File: src/rtl/swap_wb_ctrl.sv
// -----------------------------------------------------------------------------
// swap_wb_ctrl
//
// Purpose:
//    Sequences a two-register swap through a single register-file write port.
//    When a swap is requested, both operand addresses and both operand values
//    are captured. Two back-to-back write-back cycles follow:
//       rs <- old rt, then rt <- old rs.
//    The capture is required because the first write overwrites rs in the
//    register file before the second write happens.
//
// Ports:
//    clk      in   1       system clock, rising edge
//    rst_f    in   1       synchronous active-low reset
//    start    in   1       swap request, sampled only while idle
//    rs_addr  in   ADDR_W  first register address
//    rt_addr  in   ADDR_W  second register address
//    rs_data  in   DATA_W  current contents of rs, valid with start
//    rt_data  in   DATA_W  current contents of rt, valid with start
//    busy     out  1       high while a swap is in progress
//    done     out  1       one-cycle completion pulse
//    out_sel  out  1       swap data mux select: 1 = rt data, 0 = rs data
//    wb_en    out  1       register-file write enable
//    wb_addr  out  ADDR_W  register-file write address
//    wb_data  out  DATA_W  register-file write data
//
// Build option:
//    SWAP_PROTECT_R0_EN - when defined, any write-back cycle addressed to
//    register 0 keeps wb_en low. Address, data, select and state timing are
//    unaffected.
// -----------------------------------------------------------------------------
module swap_wb_ctrl #(
   parameter int DATA_W = 32,
   parameter int ADDR_W = 4
) (
   input  logic              clk,
   input  logic              rst_f,
   input  logic              start,
   input  logic [ADDR_W-1:0] rs_addr,
   input  logic [ADDR_W-1:0] rt_addr,
   input  logic [DATA_W-1:0] rs_data,
   input  logic [DATA_W-1:0] rt_data,
   output logic              busy,
   output logic              done,
   output logic              out_sel,
   output logic              wb_en,
   output logic [ADDR_W-1:0] wb_addr,
   output logic [DATA_W-1:0] wb_data
);

   typedef enum logic [1:0] {
      IDLE  = 2'd0,
      WR_RS = 2'd1,
      WR_RT = 2'd2,
      DONE  = 2'd3
   } state_t;

`ifdef SWAP_PROTECT_R0_EN
   localparam logic PROTECT_R0 = 1'b1;
`else
   localparam logic PROTECT_R0 = 1'b0;
`endif

   // Decides whether a write-back cycle to the given address may pulse wb_en.
   function automatic logic wr_allowed(input logic [ADDR_W-1:0] addr);
      return !(PROTECT_R0 && (addr == {ADDR_W{1'b0}}));
   endfunction

   state_t            state_r,   state_s;
   logic [ADDR_W-1:0] rs_addr_r, rs_addr_s;
   logic [ADDR_W-1:0] rt_addr_r, rt_addr_s;
   logic [DATA_W-1:0] rs_data_r, rs_data_s;
   logic [DATA_W-1:0] rt_data_r, rt_data_s;

   logic              busy_r,    busy_s;
   logic              done_r,    done_s;
   logic              out_sel_r, out_sel_s;
   logic              wb_en_r,   wb_en_s;
   logic [ADDR_W-1:0] wb_addr_r, wb_addr_s;
   logic [DATA_W-1:0] wb_data_r, wb_data_s;

   // Next-state and snapshot capture logic.
   always_comb begin
      state_s   = state_r;
      rs_addr_s = rs_addr_r;
      rt_addr_s = rt_addr_r;
      rs_data_s = rs_data_r;
      rt_data_s = rt_data_r;
      case (state_r)
         IDLE: begin
            if (start) begin
               rs_addr_s = rs_addr;
               rt_addr_s = rt_addr;
               rs_data_s = rs_data;
               rt_data_s = rt_data;
               // A swap of a register with itself changes nothing, so skip
               // straight to the completion pulse.
               if (rs_addr == rt_addr) begin
                  state_s = DONE;
               end else begin
                  state_s = WR_RS;
               end
            end else begin
               state_s = IDLE;
            end
         end
         WR_RS:   state_s = WR_RT;
         WR_RT:   state_s = DONE;
         DONE:    state_s = IDLE;
         default: state_s = IDLE;
      endcase
   end

   // Output decode from the upcoming state, so the registered outputs line
   // up with the state they describe during the following cycle.
   always_comb begin
      busy_s    = 1'b0;
      done_s    = 1'b0;
      out_sel_s = 1'b0;
      wb_en_s   = 1'b0;
      wb_addr_s = {ADDR_W{1'b0}};
      wb_data_s = {DATA_W{1'b0}};
      case (state_s)
         IDLE: begin
            busy_s = 1'b0;
         end
         WR_RS: begin
            busy_s    = 1'b1;
            out_sel_s = 1'b1;
            wb_en_s   = wr_allowed(rs_addr_s);
            wb_addr_s = rs_addr_s;
            wb_data_s = rt_data_s;
         end
         WR_RT: begin
            busy_s    = 1'b1;
            out_sel_s = 1'b0;
            wb_en_s   = wr_allowed(rt_addr_s);
            wb_addr_s = rt_addr_s;
            wb_data_s = rs_data_s;
         end
         DONE: begin
            busy_s = 1'b1;
            done_s = 1'b1;
         end
         default: begin
            busy_s = 1'b0;
         end
      endcase
   end

   // State, snapshot and output registers; reset aborts any swap in flight.
   always_ff @(posedge clk) begin
      if (!rst_f) begin
         state_r   <= IDLE;
         rs_addr_r <= {ADDR_W{1'b0}};
         rt_addr_r <= {ADDR_W{1'b0}};
         rs_data_r <= {DATA_W{1'b0}};
         rt_data_r <= {DATA_W{1'b0}};
         busy_r    <= 1'b0;
         done_r    <= 1'b0;
         out_sel_r <= 1'b0;
         wb_en_r   <= 1'b0;
         wb_addr_r <= {ADDR_W{1'b0}};
         wb_data_r <= {DATA_W{1'b0}};
      end else begin
         state_r   <= state_s;
         rs_addr_r <= rs_addr_s;
         rt_addr_r <= rt_addr_s;
         rs_data_r <= rs_data_s;
         rt_data_r <= rt_data_s;
         busy_r    <= busy_s;
         done_r    <= done_s;
         out_sel_r <= out_sel_s;
         wb_en_r   <= wb_en_s;
         wb_addr_r <= wb_addr_s;
         wb_data_r <= wb_data_s;
      end
   end

   assign busy    = busy_r;
   assign done    = done_r;
   assign out_sel = out_sel_r;
   assign wb_en   = wb_en_r;
   assign wb_addr = wb_addr_r;
   assign wb_data = wb_data_r;

endmodule

File: config.mk
export PLATFORM = sky130hd
export DESIGN_NAME = swap_wb_ctrl
export DESIGN_NICKNAME = d
export VERILOG_FILES = /design/src/rtl/swap_wb_ctrl.sv
export SDC_FILE = /design/constraint.sdc
export NUM_CORES = 1
export LEC_CHECK = 0
export CAP_MARGIN = 10
export CORE_AREA = 2 2 134 136
export DETAILED_ROUTE_END_ITERATION = 10
export DIE_AREA = 0 0 136 138
export DONT_BUFFER_PORTS = 1
export PLACE_DENSITY = 0.54
export SYNTH_ARGS = -nofsm -noshare
export SYNTH_HDL_FRONTEND = slang
export SYNTH_SLANG_ARGS = --single-unit
export TNS_END_PERCENT = 30
File: constraint.sdc
create_clock -name clk -period 5.6 [get_ports clk]
set_input_delay 0.56 -clock clk [delete_from_list [all_inputs] [get_ports clk]]
set_output_delay 0.56 -clock clk [all_outputs]
set_load 0.03 [all_outputs]
[Word level (Yosys, flattened, before mapping)]
Index checks and enable logic that the tools add are counted.
Storage, ports and cells
  output and inout bits: 40
  word-level logic and storage cells: 39
  bits in registers: 114
  input port bits: 75
Cells by class
  multiplexer cells: 17
  reductions and logical operators: 4
  eq/ne operators: 7
Operator list (number)
  $mux W32: 4
  $pmux W32 S2: 1
  $mux W4: 4
  $eq A2 B2 Y1 const B: 4
  $pmux W2 S4: 1
  $pmux W4 S2: 1
  $eq A2 B1 Y1 const B: 2
  $eq A4 B4 Y1: 1
  $logic_not A2 Y1: 2
  $mux W2: 2
  $mux W1: 3
  $reduce_or A3 Y1: 1
  $pmux W1 S2: 1
  $reduce_or A2 Y1: 1

[Logic depth before layout (Yosys ltp)]
  depth after elaboration: 7
  gate-level depth with buffers: 9
  mapped depth without buffers: 7

[Worst setup path after synthesis]
OpenSTA, ideal clock, no wires.
  kind: input to register
  start point: in start
  end point: reg wb_data_r[23], in the netlist wb_data[23]
  arrival time: 1.954 ns
  buffers on the path: 4
  library setup time: 0.132 ns
  slack: 3.514 ns
  data required time: 5.468 ns
  cell stages on the path: 9
  cells stage by stage: buf_2 > buf_2 > mux2i_1 > inv_1 > ha_1 > clkbuf_1 > clkbuf_1 > o21ai_1 > a21oi_1
Between the ends
  cells in the longest elaborated chain, start to end: 4
  elaborated cells between the ends (all ways): 9
  classes of those cells: eq/ne (2); mux (7)
Ends and longest elaborated chain
  from (decl): line 38  | input logic start,
  $mux W2 *: line 91  | if (start) begin
  $pmux W2 S4 *: line 89  | case (state_r)
  net state_s[0]: line 69  | state_t state_r, state_s;
  $eq A2 B2 Y1 or $eq A2 B1 Y1 (tied branches): line 123  | case (state_s)
  $pmux W32 S2 *: line 123
  to (signal assigned): line 164  | wb_data_r <= {DATA_W{1'b0}};
  to (signal assigned): line 176  | wb_data_r <= wb_data_s;
  to (decl): line 80  | logic [DATA_W-1:0] wb_data_r, wb_data_s;
Mark *: on every way through the listed nets, which the timed path passes. The rest lies on a longest branch.
A chain may end at the register's enable or synchronous reset.

[Worst setup path in the final report]
  start point: reg state_r[0]
  end point: reg wb_addr_r[2], in the netlist wb_addr[2]
Between the ends
  cells in the longest elaborated chain, start to end: 4
  elaborated cells between the ends (all ways): 10
  classes of those cells: eq/ne (5); mux (4); reduce/logical (1)
Ends and longest elaborated chain
  from (decl): line 69
  from (signal assigned): line 166  | state_r <= state_s;
  $eq A2 B2 Y1, or another cell as far along: line 89
  $pmux W2 S4: line 89
  $eq A2 B2 Y1 or $eq A2 B1 Y1 (tied branches): line 123
  $pmux W4 S2 *: line 123
  to (signal assigned): line 163  | wb_addr_r <= {ADDR_W{1'b0}};
  to (signal assigned): line 175  | wb_addr_r <= wb_addr_s;
  to (decl): line 79  | logic [ADDR_W-1:0] wb_addr_r, wb_addr_s;
Every way passes the cells marked *; elsewhere a longest branch is shown, timed or not.

==> results.py <==
metrics = {
    "drt": {
        "routed_via_density": 5.00,
        "vias": 3644,
        "drt_iter0_drc": 116,
        "ant_nets": 0,
        "postRouteWirelength_um": 12200,
        "wl_per_cell_um": 16.8,
        "drc": 0,
        "drtPass1Iterations": 4,
    },
    "logic_synthesis": {
        "ys_types": 23,
        "synth_edf_count": 0,
        "synth_ff_type": "dfxtp_1",
        "synth_area_leaders": "dfxtp_1 45%, a21boi_2 13%, o21a_1 11%",
        "synth_top_area_share_pct": 44.9,
        "synth_area_per_cell_um2": 9.81,
        "seq_area_frac_synth_pct": 44.9,
        "yosysTopAreaCell": "dfxtp_1",
        "ys_seq_elements": 114,
        "synth_most_common_cell": "dfxtp_1",
        "syn_area_mm2": 0.00508,
        "ys_async_sr_fraction_pct": 0,
        "synth_common_cells": "114 x dfxtp_1, 72 x and3_1, 72 x o21a_1, 69 x o21ai_1, 60 x a21boi_2",
        "synth_nets": 600,
        "ys_warn_count": 0,
        "synth_cells": 518,
    },
    "layout": {
        "instances_no_fill": 729,
        "multi_input_area_mm2": 0.00252,
        "nNetsFinal": 569,
        "num-fill-cells": 1826,
        "drive_gt1_share_pct": 19.2,
        "seqCellArea_mm2": 0.00228,
        "syn_to_final_growth_pct": 12.6,
    },
    "critical_path": {
        "worstPathArrival_ns": 2.96,
        "end_kind": "flop",
        "slowest_stage": "buf_4",
        "crit_required_ns": 5.85,
        "critical_path_class": "reg -> reg",
        "critPathMaxStageDelay_ns": 0.77,
        "path_cells": "inv_1 > ha_4 > buf_4 > a21boi_0 > o21ai_0 > a21oi_1",
        "worstPathMaxFanout": 75,
        "critPathLaunchType": "flop",
        "cp_num_buf_inv": 2,
        "crit_family": "buffers and inverters",
    },
    "clock_network": {
        "cts_hold_buffers": 0,
        "cts_root_buffer": "clkbuf_16",
        "clock_sinks": 114,
        "clock_latency_ns": 0.41,
        "cts_resized": 0,
        "cts_setup_buffers": 0,
        "numCtsBuffers": 17,
        "clk_pin_slew_ns": 0.06,
        "cts_tree": "built",
        "htreeDepth": 4,
        "cts_buffer_depth": 2,
    },
    "timing": {
        "timing.final.crit_period_ns": 2.71,
        "fin_skew_ns": 0.00739,
        "grt_setup_unrepaired": "false",
        "tns_ns": 0,
        "fin_crit_sh_pct": 48.4,
        "worst_pin_slew_ns": 1.00,
        "fmax_mhz": 369,
        "setup_viol": 0,
        "relSlewSlack_pct": 33.4,
        "slew_violations": 0,
        "hold_viol_final": 0,
    },
    "floorplan": {
        "dieArea_mm2": 0.0188,
        "num_rows": 49,
        "core_region_area_mm2": 0.0175,
        "chipWidth_um": 136,
        "start_util_pct": 29.0,
        "die_height_um": 138,
        "ios": 115,
    },
    "grt": {
        "grt_usage_pct": 13.6,
        "grt_pass1_wl_um": 19800,
        "grt.overflow.total": 0,
        "grt_pass1_vias": 3641,
        "grt_max_degree": 148,
        "grt_antenna_before_repair": 1,
    },
    "pwr": {
        "swShare_pct": 23.9,
        "seqPwrFrac_pct": 40.4,
        "p_comb_share_pct": 9.1,
        "power.switching_mw": 0.523,
        "p_clk_share_pct": 50.5,
        "powerDensity_mw_per_mm2": 383,
        "irDropWorstVdd_mv": 0.203,
        "intPower_mw": 1.67,
        "p_leak_nw": 2.14,
    },
    "placed_design": {
        "post-place-cells": 697,
        "gp_congestion": 0.663,
        "dp_hpwl_um": 6880,
        "io_buffers": 0,
    },
    "run": {
        "maxCapViolCount": 0,
    },
    "status": {
        "status": "completed",
    },
    "min_path": {
        "min_path_type": "in -> reg",
    },
}
## worst paths after layout
kind | startpoint | to | slack (ns) | cells past startpoint
min | rst_f | rs_data_r[16] | 0.28 | 1
min reg2reg | rt_data_r[25] | rt_data_r[25] | 0.59 | 2
max | state_r[0] | wb_addr[2] | 2.89 | 6
max reg2reg | state_r[0] | wb_addr[2] | 2.89 | 6
## power by group through the flow
| stage | Sequential (mW) | Combinational, mW | Clock [mW] |
|---|---|---|---|
| after global placement | 0.902 | 0.195 | 0 |
| after floorplan | 0.899 | 0.197 | 0 |
| after detailed placement | 0.903 | 0.202 | 0 |
| final | 0.885 | 0.199 | 1.11 |
| after global routing | 0.889 | 0.223 | 1.18 |
| after CTS | 0.886 | 0.203 | 1.13 |
## registers in the layout, indices dropped and copies added, names as in the netlist
register / cells
rs_data_r: 32
rt_data_r: 32
wb_data: 32
rs_addr_r: 4
rt_addr_r: 4
wb_addr: 4
state_r: 2
busy: 1
done: 1
out_sel: 1
wb_en: 1
## per-layer routing
layer  share of wire, %  vias to the layer above  global-route usage (%)  routed length, um
li1                   -                     1798                       -                  -
met1                 47                     1731                    16.8               5710
met2                 45                      101                    21.1               5560
met3                6.6                       14                    5.35                802
met4                1.4                        0                    5.32                167
met5                  0                        -                       0                  0
## layout by cell type (no fill, tap or decap), drive strengths merged
cell	count
dfxtp	114
and3	72
o21a	72
o21ai	72
a21boi	72
a21oi	36
clkbuf	20
ha	7
inv	6
clkinv	6
xnor2	4
bufinv	3
nand3	2
nor2	2
and2	2
clkinvlp	2
diode	1
mux2i	1
o22a	1
o22ai	1
nand2b	1
nand4	1
o32ai	1
buf	1
## cell type report
| cell class | count | area share (%) |
|---|---|---|
| clock buffer | 20 | 8.16 |
| sequential | 114 | 39.9 |
| antenna | 1 | 0.0438 |
| clock inverter | 11 | 2.36 |
| multi-input combinational | 347 | 44.0 |
| tap | 229 | 5.01 |
| inverter | 6 | 0.394 |
| timing repair buffer | 1 | 0.131 |
## cells by family (layout without fill, tap and decap cells)
group | after synthesis | after routing | share of synthesized area [%]
multiplexers | 1 | 1 | 0.197
AND/OR/NAND/NOR | 80 | 80 | 9.70
XOR/XNOR | 4 | 4 | 0.690
other | 0 | 1 | 0
flip-flops | 114 | 114 | 44.9
buffers and inverters | 57 | 38 | 5.94
AO/OA/AOI/OAI | 255 | 255 | 36.8
adder cells (fa/ha/maj) | 7 | 7 | 1.72
## per-stage QoR
step / utilization, % / setup slack (ns) / hold WS, ns / instance area (um2) / power [mW]
after floorplan: - / 3.51 / 0.564 / 5080 / 1.10
after global placement: 29.2 / 2.88 / 0.573 / 5110 / 1.10
after detailed placement: 29.2 / 2.84 / 0.582 / 5110 / 1.10
after CTS: 32.6 / 2.86 / 0.253 / 5720 / 2.22
after global routing: 32.6 / 2.63 / 0.254 / 5720 / 2.29
final: 32.6 / 2.89 / 0.280 / 5720 / 2.19
(Power assumes the default switching activity.)
